==> src/rtl/voice_sequencer.sv <==
// voice_sequencer: shares one waveform ROM across N_VOICES key voices.
// Each sample period the key chord is latched. The active voices are then read
// in ascending order over a req/valid handshake, and their phases are advanced.
// The samples are summed, and one scaled mixed sample is emitted per period.
module voice_sequencer #(
  parameter int N_VOICES   = 8,
  parameter int PHASE_W    = 16,
  parameter int ADDR_W     = 8,
  parameter int DATA_W     = 8,
  parameter int SAMPLE_DIV = 256
) (
  input  logic                          clk,
  input  logic                          rst_n,
  input  logic [N_VOICES-1:0]           keys,
  input  logic [N_VOICES*PHASE_W-1:0]   inc,
  output logic                          rom_req,
  output logic [ADDR_W-1:0]             rom_addr,
  input  logic                          rom_valid,
  input  logic [DATA_W-1:0]             rom_data,
  output logic [DATA_W-1:0]             wave,
  output logic                          sample_vld,
  output logic [$clog2(N_VOICES):0]     active_cnt,
  output logic                          overrun
);

  localparam int LOG_N = $clog2(N_VOICES);
  localparam int IDX_W = LOG_N + 1;
  localparam int ACC_W = DATA_W + LOG_N;
  localparam int DIV_W = $clog2(SAMPLE_DIV);
  localparam logic [DIV_W-1:0] DIV_LAST = DIV_W'(SAMPLE_DIV - 1);
  localparam logic [LOG_N-1:0] LAST_VOICE = LOG_N'(N_VOICES - 1);

  localparam logic [2:0] S_IDLE   = 3'd0;
  localparam logic [2:0] S_LATCH  = 3'd1;
  localparam logic [2:0] S_ISSUE  = 3'd2;
  localparam logic [2:0] S_WAIT   = 3'd3;
  localparam logic [2:0] S_OUTPUT = 3'd4;

  logic [2:0]          state_q, state_d;
  logic [DIV_W-1:0]    div_q, div_d;
  logic [N_VOICES-1:0] chord_q, chord_d;
  logic [IDX_W-1:0]    idx_q, idx_d;
  logic [LOG_N-1:0]    voice_q, voice_d;
  logic [ACC_W-1:0]    acc_q, acc_d;
  logic [PHASE_W-1:0]  phase_q [N_VOICES];
  logic [PHASE_W-1:0]  phase_d [N_VOICES];
  logic                req_q, req_d;
  logic [ADDR_W-1:0]   addr_q, addr_d;
  logic [DATA_W-1:0]   wave_q, wave_d;
  logic                vld_q, vld_d;
  logic [IDX_W-1:0]    cnt_q, cnt_d;
  logic                ovr_q, ovr_d;

  logic [PHASE_W-1:0]  inc_arr [N_VOICES];
  logic                tick;
  logic                found;
  logic [LOG_N-1:0]    sel;
  logic [IDX_W-1:0]    keys_pop;

  // Unpack the flat increment bus into one word per voice
  generate
    for (genvar gi = 0; gi < N_VOICES; gi++) begin : g_inc
      assign inc_arr[gi] = inc[gi*PHASE_W +: PHASE_W];
    end
  endgenerate

  // Count pressed keys, and find the lowest chord voice at or above idx
  always_comb begin
    keys_pop = '0;
    found    = 1'b0;
    sel      = '0;
    for (int i = 0; i < N_VOICES; i++) begin
      keys_pop = keys_pop + IDX_W'(keys[i]);
    end
    for (int i = N_VOICES - 1; i >= 0; i--) begin
      if (chord_q[i] && (IDX_W'(i) >= idx_q)) begin
        found = 1'b1;
        sel   = LOG_N'(i);
      end
    end
  end

  // Next-state logic: divider, sticky overrun and the voice-walking FSM
  always_comb begin
    state_d = state_q;
    chord_d = chord_q;
    idx_d   = idx_q;
    voice_d = voice_q;
    acc_d   = acc_q;
    phase_d = phase_q;
    req_d   = req_q;
    addr_d  = addr_q;
    wave_d  = wave_q;
    vld_d   = 1'b0;
    cnt_d   = cnt_q;
    ovr_d   = ovr_q;

    tick  = (div_q == DIV_LAST);
    div_d = tick ? '0 : div_q + DIV_W'(1);
    // A tick that finds the FSM busy is dropped; the running sequence finishes
    if (tick && (state_q != S_IDLE)) ovr_d = 1'b1;

    case (state_q)
      S_IDLE: begin
        if (tick) state_d = S_LATCH;
      end
      S_LATCH: begin
        chord_d = keys;
        acc_d   = '0;
        idx_d   = '0;
        cnt_d   = keys_pop;
        // A released key restarts its note from phase 0
        for (int i = 0; i < N_VOICES; i++) begin
          if (!keys[i]) phase_d[i] = '0;
        end
        state_d = S_ISSUE;
      end
      S_ISSUE: begin
        if (found) begin
          voice_d = sel;
          addr_d  = phase_q[sel][PHASE_W-1 -: ADDR_W];
          req_d   = 1'b1;
          state_d = S_WAIT;
        end else begin
          state_d = S_OUTPUT;
        end
      end
      S_WAIT: begin
        if (rom_valid) begin
          acc_d            = acc_q + ACC_W'(rom_data);
          phase_d[voice_q] = phase_q[voice_q] + inc_arr[voice_q];
          req_d            = 1'b0;
          idx_d            = IDX_W'(voice_q) + IDX_W'(1);
          state_d          = (voice_q == LAST_VOICE) ? S_OUTPUT : S_ISSUE;
        end
      end
      S_OUTPUT: begin
        wave_d  = acc_q[ACC_W-1:LOG_N];
        vld_d   = 1'b1;
        state_d = S_IDLE;
      end
      default: state_d = S_IDLE;
    endcase
  end

  // State registers with synchronous active-low reset
  always_ff @(posedge clk) begin
    if (!rst_n) begin
      state_q <= S_IDLE;
      div_q   <= '0;
      chord_q <= '0;
      idx_q   <= '0;
      voice_q <= '0;
      acc_q   <= '0;
      req_q   <= 1'b0;
      addr_q  <= '0;
      wave_q  <= '0;
      vld_q   <= 1'b0;
      cnt_q   <= '0;
      ovr_q   <= 1'b0;
      for (int i = 0; i < N_VOICES; i++) phase_q[i] <= '0;
    end else begin
      state_q <= state_d;
      div_q   <= div_d;
      chord_q <= chord_d;
      idx_q   <= idx_d;
      voice_q <= voice_d;
      acc_q   <= acc_d;
      req_q   <= req_d;
      addr_q  <= addr_d;
      wave_q  <= wave_d;
      vld_q   <= vld_d;
      cnt_q   <= cnt_d;
      ovr_q   <= ovr_d;
      for (int i = 0; i < N_VOICES; i++) phase_q[i] <= phase_d[i];
    end
  end

  assign rom_req    = req_q;
  assign rom_addr   = addr_q;
  assign wave       = wave_q;
  assign sample_vld = vld_q;
  assign active_cnt = cnt_q;
  assign overrun    = ovr_q;

endmodule

==> config.mk <==
export PLATFORM = sky130hd
export DESIGN_NAME = voice_sequencer
export DESIGN_NICKNAME = d
export VERILOG_FILES = /design/src/rtl/voice_sequencer.sv
export SDC_FILE = /design/constraint.sdc
export NUM_CORES = 1
export LEC_CHECK = 0
export BUFFER_PORTS_ARGS = -buffer_cell sky130_fd_sc_hd__buf_2
export CAP_MARGIN = 30
export CORE_ASPECT_RATIO = 1.75
export CORE_MARGIN = 8
export CORE_UTILIZATION = 42
export CTS_CLUSTER_DIAMETER = 80
export DETAILED_ROUTE_END_ITERATION = 12
export SYNTH_ARGS = -nofsm -noshare
export SYNTH_HDL_FRONTEND = slang
export SYNTH_SLANG_ARGS = --single-unit
==> constraint.sdc <==
create_clock -name clk -period 10.99 [get_ports clk]
set_input_delay 1.6485 -clock clk [delete_from_list [all_inputs] [get_ports clk]]
set_output_delay 1.6485 -clock clk [all_outputs]
set_load 0.01 [all_outputs]
==> impl_metrics.tcl, run 1 <==
set metrics [dict create \
    min_period_over_period 0.4386 \
    grt_first_pass_wirelength_um 57090 \
    setup_ws_ns 6.169 \
    ys_ff_latch 188 \
    post_drt_wl_per_cell_um 22.15 \
    die_w_um 135.5 \
    grt.overflow.total 0 \
    cts-htree-levels 4 \
    syn_avg_cell_area_um2 8.605 \
    area_growth_pct 15.65 \
    finalCriticalPeriod_ns 4.821 \
    whs_path_depth 2 \
    hold_viol_final 0 \
    finalInstanceArea_um2 12140 \
    start_util 0.4262 \
    grt.total_usage 0.2386 \
    via_per_inst 6.100 \
    power_w 0.001413 \
    synth_ff_type "dfxtp_1" \
    clk_pin_slew_ns 0.08 \
    drc 0 \
    cts.hold.buffers_added 0 \
    io_buffers 169 \
    drtIter0Drc 810 \
    clockBufferDepth 2 \
    skew_ns 0.009735 \
    p_per_area_nw_per_um2 116.4 \
    tightestPinTransition_ns 1.102 \
    cp-start-kind "flip-flop" \
    routabilityCongestion 0.8656 \
    max-vdd-ir-drop_mv 0.1088 \
    diodes 0 \
    num-fill-cells 2417 \
    grt_antenna_before_repair 0 \
    hold_path.class "reg -> reg" \
    num_vias 10080 \
    maxCapViolCount 0 \
    rsz0062_at_grt "no" \
    end_kind "flip-flop" \
    yosys.cell_types.count 66 \
    max_freq_ghz 0.2074 \
    cts.sinks 188 \
    crit_path_max_fanout 19 \
    leakage_nw 4.403 \
    slew_viol_final 0 \
    async_flop_share 0 \
    numCtsBuffers 17 \
    postRouteAntennaNets 0 \
    cp.arrival_ns 5.10 \
    post_cts.repair.setup_buffers 0 \
    synth_area_um2 10500 \
    final_cell_mix "a22oi_1 (228), dfxtp_1 (188), buf_2 (168), nor2b_1 (115), nand2_1 (102)" \
    firstDrtPassIters 5 \
    cts_root_buf "clkbuf_16" \
    insertion_delay_ns 0.45 \
    setup_viol 0 \
    place_area_um2 11550 \
    yosys_warnings 0 \
    final_nets 1510 \
    place_ws_ns 6.216 \
    io_pins 170 \
    cts_resized 0 \
    critPathKind "reg -> reg" \
    drive_gt1_frac 0.1946 \
    relSlewSlack 0.2655 \
    fp.dieH_um 225.1 \
    yosysSeqAreaShare 0.3585 \
    cts_tree "done" \
    grt_max_degree 106 \
    critPathRequiredTime_ns 11.27 \
    outcome "finished, final reports clean" \
    synthCells 1220 \
    hpwl_um 24470 \
    row_count 76 \
    synth_edf_count 0 \
    reg2regPathDepth 12 \
    fin_tns_setup_ns 0 \
    synth_nets 1402 \
    first_global_vias 10120 \
    final_common_cell "a22oi_1" \
    core_um2 24630 \
    wl_um 36610 \
    die_area_um2 30510 \
]
==> synth_stat cells (4+ instances only) <==
library cell  number  area (µm²)
o211ai_1           7       52.55
nand2_1          102       382.9
a22oi_1          228        1712
nor3_1             9       45.04
dfxtp_1          188        3764
or3_1             11       68.82
fa_1               6       120.1
xnor2_1           13       113.9
o31ai_1            9       67.56
nand4b_1           4       35.03
nand4_1           43       269.0
xor2_1            10       87.58
nor2_1            43       161.4
a21boi_0          21       157.7
buf_1              6       22.52
inv_1             25       93.84
o21bai_1           4       30.03
clkbuf_1          77       289.0
o22ai_1           10       62.56
a21oi_1           27       135.1
o21a_1             5       37.54
ha_1              29       362.9
buf_2             17       85.08
and2_1            18       112.6
o21ai_0           29       145.1
nor2b_1          115       719.4
nand3_1           36       180.2
mux2_2            22       247.7
nor3b_1            8       60.06
a21o_1             7       52.55
nand2b_1          13       81.33
and3_1             5       31.28
o311ai_0          24       210.2
==> per-layer routing <==
layer,GRT usage,up-vias,part of all wire
li1,-,4779,-
met1,0.2765,4824,0.39
met2,0.4135,399,0.51
met3,0.03438,82,0.058
met4,0.1263,0,0.043
met5,0,-,0
==> path summary, 6_finish.rpt <==
| path | start | to | slack (ns) |
|---|---|---|---|
| worst max-delay path | voice_q[2] | phase_q[14] | 6.17 |
| worst min-delay path | rom_addr[6] | rom_addr[6] | 0.46 |
| worst max register to register | voice_q[2] | phase_q[14] | 6.17 |
| worst min register to register | rom_addr[6] | rom_addr[6] | 0.46 |
==> kinds of logic (layout without fill, tap and decap cells) <==
logic type               after synthesis  after routing  synth area share
buffers and inverters                125            246           0.04672
AO/OA/AOI/OAI                        397            397            0.2770
flip-flops                           188            188            0.3585
AND/OR/NAND/NOR                      422            422            0.2166
XOR/XNOR                              25             25           0.02336
adder cells (fa/ha/maj)               35             35           0.04601
multiplexers                          28             28           0.03182
==> critical path, cell delays in order (launching register included) <==
cell and delay (ns):
dfxtp_1 0.75, nor2b_1 0.16, and2_1 0.50, buf_4 0.36
a22oi_1 0.20, nand4_1 0.16, ha_1 0.59, and3_4 0.29
nand3_1 0.07, nor3_1 0.29, nor3_2 0.11, a22oi_1 0.85
o311ai_0 0.28
==> per-stage QoR <==
stage          utilization  instances  hold slack, ns
4_1_cts             0.4929       1653          0.4576
5_1_grt             0.4929       1653          0.4823
2_1_floorplan            -       1220          0.4299
3_5_place_dp        0.4692       1621          0.4403
6_report            0.4929       1653          0.4588
3_3_place_gp        0.4674       1619          0.4341
==> cell type report <==
class,instances,area [µm²],share of cell area
multi-input cells,907,6281,0.5174
flip-flops and latches,188,3764,0.3100
repair buffers,189,1026,0.08451
clock buffers,20,446.7,0.03679
well taps,312,390.4,0.03215
clock inverters,12,138.9,0.01144
inverters,25,93.84,0.007730
==> sequential cells by signal, indices dropped and copies added, names as in the netlist <==
| signal | count |
|---|---|
| idx_q | 4 |
| rom_addr | 8 |
| state_q | 3 |
| voice_q | 3 |
| chord_q | 8 |
| sample_vld | 1 |
| rom_req | 1 |
| overrun | 1 |
| active_cnt | 4 |
| phase_q | 128 |
| div_q | 8 |
| wave | 8 |
| acc_q | 11 |
==> where the power goes <==
part / internal, W / switching [W]
clock network: 0.000344 / 0.000288
logic: 0.0000453 / 0.0000505
registers: 0.000682 / 0.00000244
Power figures use the tool's default switching activity.
==> run 2: changes to the inputs <==
clock period = 4.9 ns   (was 10.99 ns; I/O delays follow)
==> run 2 against run 1 <==
- fmax grew 13%
- critical path depth is the same
- wire length grew 2.4%
- cell area grew 2.0%
- first-iteration DRC count shrank 8.1%
- clock power grew 140%
- sequential cell count is the same
- clock-buffer cell count shrank 2
- non-clock buffer count grew 20
- clock skew shrank 0.0018 ns
- via count grew 2.0%
- utilization grew 0.97 points
==> impl_metrics.tcl, run 2 (synthesized netlist as in run 1, its figures left out) <==
set metrics [dict create \
    fp.dieH_um 225.1 \
    num_vias 10290 \
    finalInstanceArea_um2 12380 \
    first_global_vias 10330 \
    io_pins 170 \
    io_buffers 169 \
    via_per_inst 6.149 \
    maxCapViolCount 0 \
    hold_path.class "reg -> reg" \
    tightestPinTransition_ns 1.048 \
    insertion_delay_ns 0.45 \
    post_drt_wl_per_cell_um 22.41 \
    reg.largest.list "phase_q (128), acc_q (11)" \
    post_cts.repair.setup_buffers 0 \
    clockBufferDepth 2 \
    largest_reg_flops 128 \
    die_area_um2 30510 \
    cts_root_buf "clkbuf_16" \
    cp-endpoint "phase_q[95]" \
    fin_tns_setup_ns 0 \
    path_cells "nand2_1 > nor2_2 > buf_4 > a22oi_1 > nand4_1 > ha_1 > and3_4 > a221o_1 > a221oi_4 > o21ai_1 > xnor2_2 > o21ai_0" \
    cts.hold.buffers_added 0 \
    critPathKind "reg -> reg" \
    firstDrtPassIters 5 \
    row_count 76 \
    r2r_slack_ns 0.63 \
    cp_slowest_stage_delay_ns 0.77 \
    grt_antenna_before_repair 0 \
    area_growth_pct 17.91 \
    final_cell_mix "a22oi_1 (228), dfxtp_1 (188), buf_2 (168), nor2b_1 (115), nand2_1 (102)" \
    hpwl_um 25810 \
    r2r-start "voice_q[2]" \
    core_um2 24630 \
    max_freq_ghz 0.2340 \
    grt_max_degree 90 \
    grt_first_pass_wirelength_um 58000 \
    cts-htree-levels 4 \
    cts_resized 0 \
    relSlewSlack 0.2997 \
    setup_viol 0 \
    drive_gt1_frac 0.2072 \
    diodes 0 \
    die_w_um 135.5 \
    grt.total_usage 0.2436 \
    final_common_cell "a22oi_1" \
    crit_path_max_fanout 19 \
    whs_ns 0.4590 \
    critPathRequiredTime_ns 5.21 \
    grt.overflow.total 0 \
    numCtsBuffers 17 \
    place_area_um2 11730 \
    cts.sinks 188 \
    end_kind "flip-flop" \
    cp-start-kind "flip-flop" \
    r2r_end "phase_q[95]" \
    min_period_over_period 0.8722 \
    p_per_area_nw_per_um2 265.0 \
    cp.arrival_ns 4.58 \
    regMostFlops "phase_q" \
    postRouteAntennaNets 0 \
    max-vdd-ir-drop_mv 0.2476 \
    rsz0062_at_grt "no" \
    skew_ns 0.007895 \
    slew_viol_final 0 \
    hold_viol_final 0 \
    drtIter0Drc 744 \
    reg2regPathDepth 12 \
    drc 0 \
    cp-startpoint "voice_q[2]" \
    worst_path_max_delay_cell "dfxtp_1" \
    final_nets 1530 \
    wl_um 37490 \
    routabilityCongestion 0.8976 \
    clk_pin_slew_ns 0.08 \
    start_util 0.4262 \
    cts_tree "done" \
    leakage_nw 4.551 \
    finalCriticalPeriod_ns 4.274 \
    outcome "finished, final reports clean" \
]
run 2: critical path: cells and delay by family, from the launching register on:
family | cells | cell delay [ns]
AO/OA/AOI/OAI | 5 | 1.30
AND/OR/NAND/NOR | 4 | 1.04
flip-flops | 1 | 0.77
XOR/XNOR | 1 | 0.37
buffers and inverters | 1 | 0.34
adder cells (fa/ha/maj) | 1 | 0.32
run 2: per-stage QoR:
step,setup slack [ns],util,std cells,total power (W)
floorplan,1.363,-,1220,0.001692
global route,0.3007,0.5026,1673,0.003381
global placement,0.5945,0.4743,1637,0.001787
CTS,0.4242,0.5023,1672,0.003300
detailed placement,0.4413,0.4762,1640,0.001789
finish,0.6261,0.5026,1673,0.003280
run 2: cell type report:
type,count,area [µm²]
sequential,188,3764
inverter,25,93.84
timing repair buffer,209,1209
fill,2391,12250
tap,312,390.4
clock buffer,18,439.2
clock inverter,14,203.9
multi-input combinational,907,6279
run 2: power breakdown:
group / switching, W / internal [W] / leakage (nW)
clock: 0.000682 / 0.000843 / 0.310
sequential: 0.00000526 / 0.00153 / 1.51
combinational: 0.000116 / 0.000104 / 2.73
total: 0.000803 / 0.00248 / 4.55
run 2: layer usage:
layer	vias to the layer above	wire length, µm	global-route usage
met2	417	19420	0.4338
met3	91	2201	0.03504
met5	-	0	0
met1	4961	14530	0.2774
li1	4819	-	-
met4	0	1340	0.1152
run 2: how the worst min path moves through the flow:
stage                  endpoint  slack (ns)        start  depth (start not counted)
finish              rom_addr[6]        0.46  rom_addr[6]                          2
global route            overrun        0.48      overrun                          1
CTS                 rom_addr[6]        0.46  rom_addr[6]                          2
detailed placement  rom_addr[6]        0.44  rom_addr[6]                          2
global placement    rom_addr[6]        0.44  rom_addr[6]                          2
floorplan              div_q[0]        0.43     div_q[0]                          1
